<file path="src/rtl/uart_rx_buffered.sv">
// uart_rx_buffered: 8N1 UART receiver with a show-ahead byte FIFO.
// RXD is synchronised, deserialised by a mid-bit sampling FSM, and good
// bytes are queued for a valid/ready consumer. Stop-bit errors and
// full-FIFO drops are reported as single-cycle pulses.
//
//   state | meaning
//   IDLE  | line idle, waiting for rxs to fall
//   START | timing half a bit to re-check the start bit at its centre
//   DATA  | sampling 8 data bits LSB-first at bit centres
//   STOP  | sampling the stop bit; push or flag, then back to IDLE

module uart_rx_buffered #(
    parameter int CLK_FREQ   = 100_000_000,
    parameter int BAUD       = 9600,
    parameter int FIFO_DEPTH = 16
) (
    input  logic                          clk,
    input  logic                          reset_n,
    input  logic                          RXD,
    output logic [7:0]                    m_data,
    output logic                          m_valid,
    input  logic                          m_ready,
    output logic [$clog2(FIFO_DEPTH):0]   level,
    output logic                          frame_err,
    output logic                          overrun
);

    localparam int CLKS_PER_BIT = CLK_FREQ / BAUD;
    localparam int CW           = (CLKS_PER_BIT > 2) ? $clog2(CLKS_PER_BIT) : 1;
    localparam int AW           = $clog2(FIFO_DEPTH);

    localparam logic [CW-1:0] HALF_END = CW'(CLKS_PER_BIT / 2 - 1);
    localparam logic [CW-1:0] BIT_END  = CW'(CLKS_PER_BIT - 1);
    localparam logic [AW:0]   FULL_CNT = (AW + 1)'(FIFO_DEPTH);

    typedef enum logic [1:0] {
        IDLE  = 2'd0,
        START = 2'd1,
        DATA  = 2'd2,
        STOP  = 2'd3
    } rx_state_t;

    // ------------------------------------------------------------------
    // Synchroniser
    // ------------------------------------------------------------------
    logic [1:0] sync;
    logic       rxs;

    // Two-flop synchroniser; resets to the idle-high line level.
    always_ff @(posedge clk or negedge reset_n) begin
        if (!reset_n) begin
            sync <= 2'b11;
        end else begin
            sync <= {sync[0], RXD};
        end
    end

    assign rxs = sync[1];

    // ------------------------------------------------------------------
    // Receive FSM
    // ------------------------------------------------------------------
    rx_state_t     state;
    logic [CW-1:0] cyc_cnt;
    logic [2:0]    bit_cnt;
    logic [7:0]    shift_reg;

    logic          stop_sample;
    logic          push;
    logic          pop;
    logic          full;

    // The stop-bit sample edge is also the FIFO write edge, so the byte is
    // visible on the very next cycle without an extra staging register.
    assign stop_sample = (state == STOP) && (cyc_cnt == BIT_END);
    assign push        = stop_sample && rxs;

    // Frame deserialiser: start validation, data shifting and stop check.
    always_ff @(posedge clk or negedge reset_n) begin
        if (!reset_n) begin
            state     <= IDLE;
            cyc_cnt   <= '0;
            bit_cnt   <= '0;
            shift_reg <= '0;
            frame_err <= 1'b0;
        end else begin
            frame_err <= 1'b0;
            unique case (state)
                IDLE: begin
                    if (!rxs) begin
                        state   <= START;
                        cyc_cnt <= '0;
                    end
                end
                START: begin
                    if (cyc_cnt == HALF_END) begin
                        cyc_cnt <= '0;
                        bit_cnt <= '0;
                        // A line that is high again at mid-start was a glitch.
                        state   <= rxs ? IDLE : DATA;
                    end else begin
                        cyc_cnt <= cyc_cnt + CW'(1);
                    end
                end
                DATA: begin
                    if (cyc_cnt == BIT_END) begin
                        cyc_cnt   <= '0;
                        shift_reg <= {rxs, shift_reg[7:1]};
                        if (bit_cnt == 3'd7) begin
                            state <= STOP;
                        end else begin
                            bit_cnt <= bit_cnt + 3'd1;
                        end
                    end else begin
                        cyc_cnt <= cyc_cnt + CW'(1);
                    end
                end
                STOP: begin
                    if (cyc_cnt == BIT_END) begin
                        // Leaving mid-stop-bit lets the next start edge be
                        // caught even with a short stop bit from the sender.
                        state     <= IDLE;
                        cyc_cnt   <= '0;
                        frame_err <= ~rxs;
                    end else begin
                        cyc_cnt <= cyc_cnt + CW'(1);
                    end
                end
                default: begin
                    state <= IDLE;
                end
            endcase
        end
    end

    // ------------------------------------------------------------------
    // FIFO
    // ------------------------------------------------------------------
    logic [7:0]    mem [FIFO_DEPTH];
    logic [AW-1:0] wr_ptr;
    logic [AW-1:0] rd_ptr;
    logic [AW:0]   count;
    logic          wr_en;

    assign full    = (count == FULL_CNT);
    assign m_valid = (count != '0);
    assign pop     = m_valid && m_ready;
    // A simultaneous pop frees the slot, so a push into a full FIFO is
    // still accepted on that cycle.
    assign wr_en   = push && (!full || pop);
    assign m_data  = mem[rd_ptr];
    assign level   = count;

    // Storage array; deliberately not reset.
    always_ff @(posedge clk) begin
        if (wr_en) begin
            mem[wr_ptr] <= shift_reg;
        end
    end

    // Pointer, occupancy and overrun bookkeeping.
    always_ff @(posedge clk or negedge reset_n) begin
        if (!reset_n) begin
            wr_ptr  <= '0;
            rd_ptr  <= '0;
            count   <= '0;
            overrun <= 1'b0;
        end else begin
            overrun <= push && full && !pop;
            if (wr_en) begin
                wr_ptr <= wr_ptr + AW'(1);
            end
            if (pop) begin
                rd_ptr <= rd_ptr + AW'(1);
            end
            unique case ({wr_en, pop})
                2'b10:   count <= count + (AW + 1)'(1);
                2'b01:   count <= count - (AW + 1)'(1);
                default: count <= count;
            endcase
        end
    end

endmodule

</file>
<file path="config.mk">
export PLATFORM = sky130hd
export DESIGN_NAME = uart_rx_buffered
export DESIGN_NICKNAME = d
export VERILOG_FILES = /design/src/rtl/uart_rx_buffered.sv
export SDC_FILE = /design/constraint.sdc
export NUM_CORES = 1
export LEC_CHECK = 0
export CORE_MARGIN = 1
export CORE_UTILIZATION = 57
export CTS_BUF_LIST = sky130_fd_sc_hd__clkbuf_8 sky130_fd_sc_hd__clkbuf_16
export DETAILED_ROUTE_END_ITERATION = 8
export GPL_ROUTABILITY_DRIVEN = 0
export GPL_TIMING_DRIVEN = 0
export PLACE_DENSITY_LB_ADDON = 0.15
export SLEW_MARGIN = 20
export SYNTH_ARGS = -nofsm -noshare
export SYNTH_HDL_FRONTEND = slang
export SYNTH_SLANG_ARGS = --single-unit
</file>
<file path="constraint.sdc">
create_clock -name clk -period 3.6 [get_ports clk]
set_clock_uncertainty 0.1 [all_clocks]
set_input_delay 0.36 -clock clk [delete_from_list [all_inputs] [get_ports clk]]
set_output_delay 0.36 -clock clk [all_outputs]
set_load 0.05 [all_outputs]
</file>
==> results of run 1 <==
[per-stage QoR]
step,setup TNS [ns],power (W)
after global routing,0,0.00517
final,0,0.00498
after floorplan,0,0.00294
after CTS,0,0.00502
after detailed placement,0,0.00318
after global placement,-3.02,0.00317
[timing repair]
item | 4_1_cts | 5_1_grt
pin swaps | 0 | 0
endpoints found under the hold margin | 21 | 0
resized for setup | 13 | 1
hold buffers | 1 | 0
endpoints found under the setup margin | 8 | 1
[area by class of cell]
cell class              count  area (um2)  share of cell area
multi-input cells         228        2190               0.262
plain buffers              21         113              0.0135
repair buffers             25         244              0.0292
flip-flops and latches    172        4950               0.593
well taps                 168         210              0.0252
clock inverters            15         169              0.0202
clock buffers              17         425              0.0510
inverters                  13        48.8             0.00585
[cell families (layout without fill, tap and decap cells)]
kind of cell / Yosys count / in the layout
buf+inv: 35 / 91
fa+ha+maj: 12 / 12
mux: 53 / 53
xor+xnor: 11 / 11
simple gates: 104 / 104
flops: 172 / 172
compound gates: 48 / 48
[report_power, final]
part / total (W) / switching (W) / internal [W]
Clock: 0.00184 / 0.000754 / 0.00109
Combinational: 0.000907 / 0.000522 / 0.000385
Sequential: 0.00223 / 0.0000665 / 0.00217
Total: 0.00498 / 0.00134 / 0.00364
[cells in the final DEF (no fill, tap or decap), types with 7 or more instances in the layout]
master / count
nand2_1: 27
a31oi_1: 7
dfrtp_1: 41
clkdlybuf4s50_1: 11
clkbuf_1: 9
inv_1: 12
ha_1: 11
a21oi_1: 15
edfxtp_1: 128
mux2_2: 7
buf_4: 8
xnor2_1: 11
clkbuf_16: 17
nor2_1: 22
dlygate4sd2_1: 7
mux4_2: 40
nand3_1: 9
o21ai_0: 9
nand4_1: 7
[worst max path at each step]
stage	end	start	slack [ns]	cells past startpoint
2_1_floorplan	level[4]	level[1]	0.55	8
3_3_place_gp	mem[3][6]	cyc_cnt[6]	-0.13	5
4_1_cts	m_data[3]	rd_ptr[0]	0.002	4
3_5_place_dp	m_data[4]	rd_ptr[0]	0.14	5
6_report	m_data[3]	rd_ptr[1]	0.10	5
5_1_grt	m_data[3]	rd_ptr[1]	0.02	5
[layer usage]
metal	wire length (um)	vias to the layer above	global-route usage
met2	7120	91	0.391
met3	482	19	0.0543
li1	-	1800	-
met4	274	0	0.0970
met1	5940	2008	0.299
met5	0	-	0
==> metrics.md, run 1 <==
| Metric | Value |
|---|---|
| Status | `completed` |
| Crit path DAT | `3.04 ns` |
| Cell Chain, Critical Path | `clkbuf_1 > clkbuf_2 > mux4_2 > mux4_2 > clkdlybuf4s50_1` |
| Vias in the first global route | `4015` |
| Multiplexer share of the synthesized area | `0.143` |
| Required time of the worst setup path | `3.14 ns` |
| Final core utilization | `0.683` |
| Min Clock Period, post-route | `3.50 ns` |
| Top-Level Pins | `20` |
| Post CTS Setup Buffer Count | `0` |
| Core box area | `0.0122 mm2` |
| Residual DRC count | `0` |
| Sequential-to-total area share from yosys stat | `0.681` |
| CTS Root Cell | `clkbuf_16` |
| Cells after synthesis | `435` |
| Post-synthesis adder-cell area fraction | `0.0217` |
| Critical path buffers and inverters | `3` |
| Via count | `3918` |
| Yosys Warn Count | `0` |
| Placement Cell Area | `0.00774 mm2` |
| Compound-Gate Fraction of Synth Area | `0.0437` |
| Die Y-Extent | `115 um` |
| DR WL/cell | `21.0 um` |
| Grt total ovfl | `0` |
| Worst setup SP type | `flop` |
| Worst hold path startpoint | `RXD` |
| RR Endpoint | `level[3]` |
| Leakage | `3.33 nW` |
| Peak Freq | `286 MHz` |
| PwrDens | `597 mW/mm2` |
| CTS H-tree lvls | `4` |
| Peak VDD IR | `0.299 mV` |
| R2R depth | `9` |
| Worst hold path endpoint | `sync[0]` |
| Largest family of logic cells by synthesized area | `multiplexers` |
| Unique masters post-synth | `52` |
| Slowest Stage Delay on Critical Path | `0.71 ns` |
| Longest Clk Path Bufs | `2` |
| Finished Layout Cells | `659` |
| Antenna violation net count after detailed routing | `0` |
| PortBufs | `19` |
| Xor/xnor share of the synthesized area | `0.0133` |
| Critical path class | `reg2out` |
| Top FF cell, synth | `edfxtp_1` |
| Worst Max-Slew Pin Slew | `1.06 ns` |
| RSZ-0062 raised after global routing | `no` |
| Hpwl dp | `9360 um` |
| Area contributors post-synth | `edfxtp_1 53%, dfrtp_1 14%, mux4_2 12%, ha_1 1.9%, nand2_1 1.4%` |
| Ant. Diodes | `0` |
| Overall routing resource usage | `0.234` |
| Die W | `115 um` |
| CP endpoint kind | `output port` |
| Final hold vios | `0` |
| Min-delay worst type | `in2reg` |
| DIE AREA | `0.0132 mm2` |
| Net Count, Synth | `451` |
| Synth async-reset ratio | `0.256` |
| Most numerous cell in the Yosys netlist | `edfxtp_1` |
| Family with the most delay on the worst path | `buffers and inverters` |
| Initial core utilization | `0.595` |
| Largest area contributor in the netlist | `edfxtp_1` |
| Final worst path period share | `0.972` |
| Total CTS buffers | `17` |
| Critical path's most frequent cell | `mux4_2` |
| Largest register FFs | `128` |
| Simple-gate share of the synthesized area | `0.0764` |
| Hold path depth | `1` |
| Detail-routed via count per cell | `5.95` |
| Critical register-to-register path startpoint | `level[1]` |
| Finish-stage setup viols | `0` |
| Min Hold Slack | `0.237 ns` |
| Placed Cells | `627` |
| Area delta synth->final | `14.8%` |
| Post-Place Setup Slack | `0.140 ns` |
| Pins Over Slew Limit | `0` |
| Core Rows | `40` |
| Syn_area_per_cell | `16.7 um2` |
| Max-cap violations | `0` |
| Filler cells | `838` |
| Routed Wire Length | `13800 um` |
| Reg clk slew, reported paths | `0.07 ns` |
| Post-synth EDFFs | `128` |
| Pre-antenna DRT Iters | `4` |
| Slew HR | `0.289` |
| Largest net degree at the start of global routing | `24` |
| Critical path's slowest cell | `clkdlybuf4s50_1` |
| Fin area | `0.00835 mm2` |
| Most common library cells after synthesis | `128 x edfxtp_1, 42 x dfrtp_1, 40 x mux4_2, 27 x nand2_1, 22 x nor2_1` |
| Nets | `494` |
| Layout cells sized above 1 | `0.212` |
| Clk sinks | `172` |
| Drt initial violations | `260` |
| Share of the synthesized area in the top cell type | `0.529` |
| Final WS setup | `0.101 ns` |
| Mapped Area | `0.00727 mm2` |
| Clock latency on the worst-skew pair | `0.43 ns` |
| Initial antenna violation count | `0` |
| CTS tree | `yes` |
| Peak fanout along the critical path | `10` |
| Flop-to-flop setup slack | `0.19 ns` |
| FF+latch count, synth | `172` |
| First-pass GRT wire length | `22000 um` |
(Power assumes the default switching activity.)
==> run 2, diff against run 1 <==
- REMOVE_ABC_BUFFERS: unset -> 1
==> run 2 against run 1 <==
Flip-flop and latch count unchanged; via count shrank 0.31%; final cell count down 2.1%; critical endpoint is now level[4]; largest cell class unchanged.
==> metrics.md, run 2 (synthesis gave the netlist of run 1 again) <==
| Metric | Value |
|---|---|
| Total power | `0.00504 W (+1.1%)` |
| Ant. Diodes | `0 (unchanged)` |
| Critical path's slowest cell | `or4_1` |
| CTS Root Cell | `clkbuf_16` |
| Layout cells sized above 1 | `0.229 (+0.0167)` |
| Detail-routed via count per cell | `6.06 (+1.9%)` |
| Die W | `115 um (unchanged)` |
| Placed Cells | `606 (-3.3%)` |
| Placement Cell Area | `0.00767 mm2 (-0.94%)` |
| Antenna violation net count after detailed routing | `0 (unchanged)` |
| Max-cap violations | `0 (unchanged)` |
| DIE AREA | `0.0132 mm2 (unchanged)` |
| Initial antenna violation count | `0 (unchanged)` |
| Min-delay worst type | `reg2reg` |
| Drt initial violations | `279 (+7.3%)` |
| Filler cells | `828 (-1.2%)` |
| Slowest Stage Delay on Critical Path | `0.65 ns (-0.06 ns)` |
| Cell Chain, Critical Path | `or4_1 > o21ai_0 > a41oi_1 > ha_1 > a21o_1 > a21oi_1 > mux2i_1 > xnor2_1` |
| Final worst path period share | `0.924 (-0.0483)` |
| Routed Wire Length | `13500 um (-2.3%)` |
| Worst Max-Slew Pin Slew | `1.06 ns (+0.00265 ns)` |
| CP endpoint kind | `flop` |
| CTS tree | `yes` |
| Via count | `3906 (-0.31%)` |
| Core box area | `0.0122 mm2 (unchanged)` |
| Leakage | `3.28 nW (-1.6%)` |
| PortBufs | `19 (unchanged)` |
| Grt total ovfl | `0 (unchanged)` |
| Largest net degree at the start of global routing | `26 (+8.3%)` |
| Commonest non-fill, non-tap cells in the layout | `128 x edfxtp_1, 40 x mux4_2, 40 x dfrtp_1` |
| Post-Route Setup TNS | `0 ns (unchanged)` |
| Required time of the worst setup path | `3.85 ns (+0.71 ns)` |
| Pre-antenna DRT Iters | `4 (unchanged)` |
| Initial core utilization | `0.595 (unchanged)` |
| RSZ-0062 raised after global routing | `no` |
| Residual DRC count | `0 (unchanged)` |
| Fin area | `0.00836 mm2 (+0.19%)` |
| Peak fanout along the critical path | `7 (-3)` |
| Finished Layout Cells | `645 (-2.1%)` |
| Worst setup SP type | `flop` |
| Top-Level Pins | `20 (unchanged)` |
| Crit path DAT | `3.57 ns (+0.53 ns)` |
| Overall routing resource usage | `0.227 (-0.00761)` |
| Status | `completed` |
| Critical path class | `reg2reg` |
| Nets | `480 (-2.8%)` |
| Longest Clk Path Bufs | `2 (unchanged)` |
| Peak VDD IR | `0.486 mV (+63%)` |
| Min Hold Slack | `0.255 ns (+0.0181 ns)` |
| First-pass GRT wire length | `21300 um (-3.3%)` |
| Finish-stage setup viols | `0 (unchanged)` |
| Clock latency on the worst-skew pair | `0.42 ns (about the same)` |
| Hpwl dp | `8590 um (-8.2%)` |
| Peak Freq | `301 MHz (+5.2%)` |
| Total CTS buffers | `17 (unchanged)` |
| Reg clk slew, reported paths | `0.06 ns (about the same)` |
| Die Y-Extent | `115 um (unchanged)` |
| CTS H-tree lvls | `4 (unchanged)` |
| Vias in the first global route | `3957 (-1.4%)` |
| Final hold vios | `0 (unchanged)` |
| Slew HR | `0.287 (-0.00178)` |
| Core Rows | `40 (unchanged)` |
| DR WL/cell | `20.9 um (-0.21%)` |
| Commonest non-fill, non-tap cell in the layout | `edfxtp_1` |
| PwrDens | `602 mW/mm2 (+0.89%)` |
| Clk sinks | `172 (unchanged)` |
| Area delta synth->final | `15.0%` |
| Pins Over Slew Limit | `0 (unchanged)` |
| Largest register FFs | `128 (unchanged)` |
| Min Clock Period, post-route | `3.33 ns (-0.174 ns)` |
==> run 2: worst paths after layout <==
check                          from  endpoint  slack [ns]  depth (start not counted)
max                        level[1]  level[4]        0.27                          8
min                         sync[0]   sync[1]        0.26                          0
max reg2reg                level[1]  level[4]        0.27                          8
min reg2reg                 sync[0]   sync[1]        0.26                          0
max in group asynchronous   reset_n   sync[0]        2.44                          3
min in group asynchronous   reset_n  level[2]        0.37                          2
==> run 2: area by class of cell <==
cell class | instances | area (um2) | area share
clock buffers | 17 | 425 | 0.0509
clock inverters | 15 | 173 | 0.0206
inverters | 13 | 48.8 | 0.00584
multi-input cells | 228 | 2200 | 0.263
flip-flops and latches | 172 | 4950 | 0.592
well taps | 168 | 210 | 0.0251
repair buffers | 32 | 350 | 0.0419
==> run 2: routing by layer <==
layer  global-route usage  share of wire
met4                0.121          0.027
met2                0.374           0.52
met5                    0              0
met3               0.0411          0.040
met1                0.289           0.42
==> run 2: timing repair <==
action / CTS / global route
endpoints found under the setup margin: 8 / 48
pin swaps: 0 / 0
buffers inserted: 1 / 5
hold buffers: 1 / 0
endpoints found under the hold margin: 21 / 0
resized for setup: 0 / 6
cloned: 0 / 0
==> run 2: report_power, final <==
| group | switching (W) | internal [W] | total [W] |
|---|---|---|---|
| clock | 0.000751 | 0.00109 | 0.00184 |
| combinational | 0.000425 | 0.000444 | 0.000868 |
| sequential | 0.000160 | 0.00217 | 0.00233 |
==> run 2: per-stage QoR <==
step / utilization / worst slack [ns]
finish: 0.685 / 0.275
global route: 0.685 / 0.0406
CTS: 0.679 / 0.0155
detailed placement: 0.628 / 0.128
global placement: 0.619 / -0.726
floorplan: - / 0.427
==> run 2: critical path, delay by kind of cell (launching register included) <==
| kind | cells | cell delay [ns] |
|---|---|---|
| muxes | 1 | 0.24 |
| and+or+nand+nor | 1 | 0.65 |
| xor gates and xnor gates | 1 | 0.13 |
| adders and majority gates | 1 | 0.47 |
| AOI/OAI and AO/OA | 4 | 1.22 |
| DFF | 1 | 0.44 |
